$ cat src/rtl/period_meter.sv
// -----------------------------------------------------------------------------
// period_meter
//   Measures a slow square wave (for example a ripple-divider output) in units
//   of in_clk. sig_in is synchronised into the in_clk domain, its rising edges
//   are detected, and every full period between two successive rising edges
//   is reported as a period count plus the number of cycles the synchronised
//   signal was high in that period. Results are offered to a consumer over a
//   valid/ready handshake.
//
// Ports
//   in_clk      in   1      system clock, all logic on posedge
//   reset       in   1      synchronous, active-high reset
//   sig_in      in   1      asynchronous slow signal to measure
//   meas_ready  in   1      consumer accepts the result this cycle
//   meas_valid  out  1      period/high_count/overflow hold a result
//   period      out  WIDTH  in_clk cycles between two successive rising edges
//   high_count  out  WIDTH  in_clk cycles the signal was high in that period
//   overflow    out  1      result saturated (true period > 2^WIDTH-1)
//   missed      out  1      sticky: an unaccepted result was overwritten
//
// Parameters
//   WIDTH        counter width; the largest reportable count is 2^WIDTH-1
//   SYNC_STAGES  flop stages in the sig_in synchroniser (2..4)
// -----------------------------------------------------------------------------
module period_meter #(
  parameter int WIDTH       = 24,
  parameter int SYNC_STAGES = 2
) (
  input  logic             in_clk,
  input  logic             reset,
  input  logic             sig_in,
  input  logic             meas_ready,
  output logic             meas_valid,
  output logic [WIDTH-1:0] period,
  output logic [WIDTH-1:0] high_count,
  output logic             overflow,
  output logic             missed
);

  localparam logic [WIDTH-1:0] CNT_MAX = {WIDTH{1'b1}};
  localparam logic [WIDTH-1:0] CNT_ONE = {{(WIDTH-1){1'b0}}, 1'b1};

  typedef enum logic {
    ARM  = 1'b0,
    MEAS = 1'b1
  } state_t;

  // ---------------------------------------------------------------------------
  // Synchroniser and rising-edge detect
  // ---------------------------------------------------------------------------
  logic [SYNC_STAGES-1:0] sync_reg;
  logic                   sig_s;
  logic                   sig_s_d_reg;
  logic                   rise_reg;

  assign sig_s = sync_reg[SYNC_STAGES-1];

  // The edge flag is registered so the FSM sees a clean one-cycle pulse
  // SYNC_STAGES+1 cycles after the sig_in edge. Because every edge is delayed
  // by the same amount, period and high counts are unaffected by the lag.
  always_ff @(posedge in_clk) begin
    if (reset) begin
      sync_reg    <= '0;
      sig_s_d_reg <= 1'b0;
      rise_reg    <= 1'b0;
    end else begin
      sync_reg    <= {sync_reg[SYNC_STAGES-2:0], sig_in};
      sig_s_d_reg <= sig_s;
      rise_reg    <= sig_s & ~sig_s_d_reg;
    end
  end

  // ---------------------------------------------------------------------------
  // Measurement state
  // ---------------------------------------------------------------------------
  state_t           state_reg,   state_next;
  logic [WIDTH-1:0] cnt_reg,     cnt_next;
  logic [WIDTH-1:0] hcnt_reg,    hcnt_next;
  logic             sat_reg,     sat_next;

  logic [WIDTH-1:0] period_reg,  period_next;
  logic [WIDTH-1:0] high_reg,    high_next;
  logic             ovf_reg,     ovf_next;
  logic             valid_reg,   valid_next;
  logic             missed_reg,  missed_next;

  logic             new_result;
  logic             transfer;
  logic             cnt_at_max;
  logic             hcnt_at_max;
  logic [WIDTH-1:0] sig_s_ext;

  assign cnt_at_max  = (cnt_reg == CNT_MAX);
  assign hcnt_at_max = (hcnt_reg == CNT_MAX);
  assign sig_s_ext   = {{(WIDTH-1){1'b0}}, sig_s};
  assign transfer    = valid_reg & meas_ready;

  always_ff @(posedge in_clk) begin
    if (reset) begin
      state_reg <= ARM;
    end else begin
      state_reg <= state_next;
    end
  end

  always_ff @(posedge in_clk) begin
    if (reset) begin
      cnt_reg    <= '0;
      hcnt_reg   <= '0;
      sat_reg    <= 1'b0;
      period_reg <= '0;
      high_reg   <= '0;
      ovf_reg    <= 1'b0;
      valid_reg  <= 1'b0;
      missed_reg <= 1'b0;
    end else begin
      cnt_reg    <= cnt_next;
      hcnt_reg   <= hcnt_next;
      sat_reg    <= sat_next;
      period_reg <= period_next;
      high_reg   <= high_next;
      ovf_reg    <= ovf_next;
      valid_reg  <= valid_next;
      missed_reg <= missed_next;
    end
  end

  // Next-state, counters and result capture.
  always_comb begin
    state_next  = state_reg;
    cnt_next    = cnt_reg;
    hcnt_next   = hcnt_reg;
    sat_next    = sat_reg;
    period_next = period_reg;
    high_next   = high_reg;
    ovf_next    = ovf_reg;
    new_result  = 1'b0;

    unique case (state_reg)
      ARM: begin
        // The first rise after reset only opens the first measurement window.
        if (rise_reg) begin
          state_next = MEAS;
          cnt_next   = CNT_ONE;
          hcnt_next  = sig_s_ext;
          sat_next   = 1'b0;
        end
      end

      MEAS: begin
        if (rise_reg) begin
          // Close the current window and open the next in the same cycle,
          // so consecutive periods are measured back to back.
          new_result  = 1'b1;
          period_next = cnt_reg;
          high_next   = hcnt_reg;
          ovf_next    = sat_reg;
          cnt_next    = CNT_ONE;
          hcnt_next   = sig_s_ext;
          sat_next    = 1'b0;
        end else begin
          // A count of exactly all-ones is still a valid period; only an
          // attempt to count past it marks the window as saturated.
          if (cnt_at_max) begin
            sat_next = 1'b1;
          end else begin
            cnt_next = cnt_reg + CNT_ONE;
          end
          if (sig_s) begin
            if (hcnt_at_max) begin
              sat_next = 1'b1;
            end else begin
              hcnt_next = hcnt_reg + CNT_ONE;
            end
          end
        end
      end

      default: begin
        state_next = ARM;
      end
    endcase
  end

  // Output handshake. A new result always wins over a transfer in the same
  // cycle, so valid stays high. missed travels with the data it qualifies:
  // it is set when pending data is overwritten and cleared by the transfer
  // that hands the surviving result to the consumer.
  always_comb begin
    valid_next  = valid_reg;
    missed_next = missed_reg;
    if (new_result) begin
      valid_next = 1'b1;
      if (valid_reg && !meas_ready) begin
        missed_next = 1'b1;
      end
    end else if (transfer) begin
      valid_next  = 1'b0;
      missed_next = 1'b0;
    end
  end

  assign meas_valid = valid_reg;
  assign period     = period_reg;
  assign high_count = high_reg;
  assign overflow   = ovf_reg;
  assign missed     = missed_reg;

endmodule

$ cat config.mk
export PLATFORM = sky130hd
export DESIGN_NAME = period_meter
export DESIGN_NICKNAME = d
export VERILOG_FILES = /design/src/rtl/period_meter.sv
export SDC_FILE = /design/constraint.sdc
export NUM_CORES = 1
export LEC_CHECK = 0
export BUFFER_PORTS_ARGS = -buffer_cell sky130_fd_sc_hd__clkbuf_2
export CAP_MARGIN = 10
export CORE_MARGIN = 2
export CORE_UTILIZATION = 40
export DETAILED_ROUTE_END_ITERATION = 10
export SYNTH_ARGS = -nofsm -noshare
export SYNTH_HDL_FRONTEND = slang
export SYNTH_SLANG_ARGS = --single-unit
$ cat constraint.sdc
create_clock -name in_clk -period 2 [get_ports in_clk]
set_input_delay 0.2 -clock in_clk [delete_from_list [all_inputs] [get_ports in_clk]]
set_output_delay 0.2 -clock in_clk [all_outputs]
set_load 0.01 [all_outputs]
==> results.toml <==
[routing]
wl_per_cell_um = 13.3
num_vias = 3944
firstDrtPassIters = 4
vias_per_cell = 5.22
drc_errors = 0
drt-total-wl_um = 10100
drtIter0Drc = 216
ant_nets = 0

[clock_tree]
cts_sinks = 105
htreeDepth = 3
insertion_delay_ps = 380
clk_transition_reported_paths_ps = 90
hold_buffers = 0
cts_tree = "done"
numCtsBuffers = 9
clock_path_buffers = 2
root_buffer = "clkbuf_8"

[min_path]
hp-class = "primary input to flip-flop"
holdPathStages = 2

[timing]
max-slew-margin-rel = 0.667
layout_min_cycle_time_ps = 1900
finalSetupViolCount = 0
min_period_over_period = 0.950
fmax_mhz = 526
rsz0062_at_grt = "true"
worst_pin_slew_ps = 500
drv_slew = 0
finalClockSkew_ps = 8.94
finalHoldViolCount = 0
finalSetupTns_ps = 0

[die]
core_um2 = 10800
start_util = 0.410
dieArea_um2 = 12000
fp-row-count = 38
chipWidth_um = 109
die_h_um = 109
io_pins = 55

[finish]
fin_util = 0.495
drive_above_1_share = 0.232
layout_common_cells = "117 x nand2_1, 100 x dfxtp_1, 77 x a21oi_1"
syn2layout_area_growth_pct = 20.9
fin_cells = 756
diodes = 0
final_common_cell = "nand2_1"
final_nets = 617
fin_area_um2 = 5370

[global_route]
grt_pass1_wl_um = 17100
grt_start_max_net_pins = 45
grt_pass1_vias = 3700
grtUsageTotal = 0.180
grt_overflow_total = 0
antenna_found_initial = 0

[setup_path]
cp-end-kind = "flip-flop"
required_ps = 2250
cp-start-kind = "flip-flop"
crit_path_max_fanout = 4
r2r_cells = 7
critPathArrivalTime_ps = 2160
critical_path_class = "flip-flop to flip-flop"

[yosys]
synth-seq-cells = 105
synth.net_count = 534
yosys_warnings = 0
ys_types = 43
syn-cell-area_um2 = 4440
synth_area_leader_cell = "dfxtp_1"
synth_cells = 528
syn_area_per_cell_um2 = 8.41
seq_area_frac_synth = 0.474
synth_top_area_frac = 0.474
synth_area_leaders = "dfxtp_1 47%, nand2_1 9.9%, a21oi_1 8.7%"

[place]
dp_cells = 738
gp_congestion = 0.789
hpwl_um = 6950
placed_area_um2 = 5130
port_buffers = 54

[power_and_ir_drop]
p_leak_nw = 2.02
peakVddDrop_v = 0.000613
powerDensity_nw_per_um2 = 652

[run]
cap_violations = 0

[outcome]
outcome = "finished, final reports clean"
-- layout make-up --
cell class              instances  area (µm²)
clock buffers                  10         138
inverters                       7        26.3
multi-input cells             385        2190
repair buffers                103         671
clock inverters                 6        57.6
flip-flops and latches        105        2110
well taps                     140         175
fillers                      1095        5470
-- cells in the mapped netlist (all sizes together) --
cell type / instances
nand3: 12
or3: 14
a21oi: 77
dfxtp: 105
nor3: 3
buf: 4
xor2: 19
nand2b: 2
o311ai: 5
mux2i: 2
ha: 2
or4: 8
and4: 7
or3b: 1
inv: 7
nor2: 34
nand4: 14
nor4: 4
nor2b: 2
o31ai: 8
o211a: 1
o211ai: 9
o21ai: 17
o32ai: 1
and3: 7
xnor2: 2
clkbuf: 27
o2111ai: 7
and2: 7
nand2: 117
or2: 2
a211oi: 1
-- kinds of logic (layout without fill, tap and decap cells) --
kind of cell	Yosys count	in the layout	synth area share
buf+inv	38	126	0.0358
xor+xnor	21	21	0.0414
compound gates	126	126	0.174
flops	105	105	0.474
fa+ha+maj	2	2	0.00564
mux	2	2	0.00451
simple gates	234	234	0.265
-- worst paths after layout --
check	to	start	slack [ps]
min reg2reg	rise_reg	sig_s_d_reg	400
min	sync_reg[0]	sig_in	40
max reg2reg	cnt_reg[13]	cnt_reg[1]	100
max	cnt_reg[13]	cnt_reg[1]	100
-- metal layers --
layer | track usage | share of wire
met4 | 0.0741 | 0.017
met3 | 0.0320 | 0.027
met5 | 0 | 0
met2 | 0.297 | 0.46
met1 | 0.231 | 0.49
-- worst max-delay path, cell delays in order, from the launching register on --
cell and delay, ps:
dfxtp_1 340, ha_2 180, and4_1 210, or3b_4 410, buf_4 150, o311ai_2 250
xor2_1 180, nor2_1 60
-- through the flow --
| stage | hold slack [ps] | total power, mW | worst slack, ps |
|---|---|---|---|
| floorplan | 328 | 2.20 | 52.3 |
| finish | 44.6 | 3.50 | 99.4 |
| CTS | 26.0 | 3.55 | 25.5 |
| global route | 45.8 | 3.62 | -3.89 |
| detailed placement | 380 | 2.23 | 56.0 |
| global placement | 377 | 2.23 | 88.7 |
-- power by group --
| part | internal, mW | switching, mW |
|---|---|---|
| registers | 2.09 | 0.00473 |
| logic | 0.0221 | 0.0609 |
| clock network | 0.604 | 0.711 |
-- timing repair --
item	CTS	global route
setup buffers	0	2
resized for setup	0	11
setup endpoints to repair	0	20
Note: power is estimated with default switching activity, not from simulation.
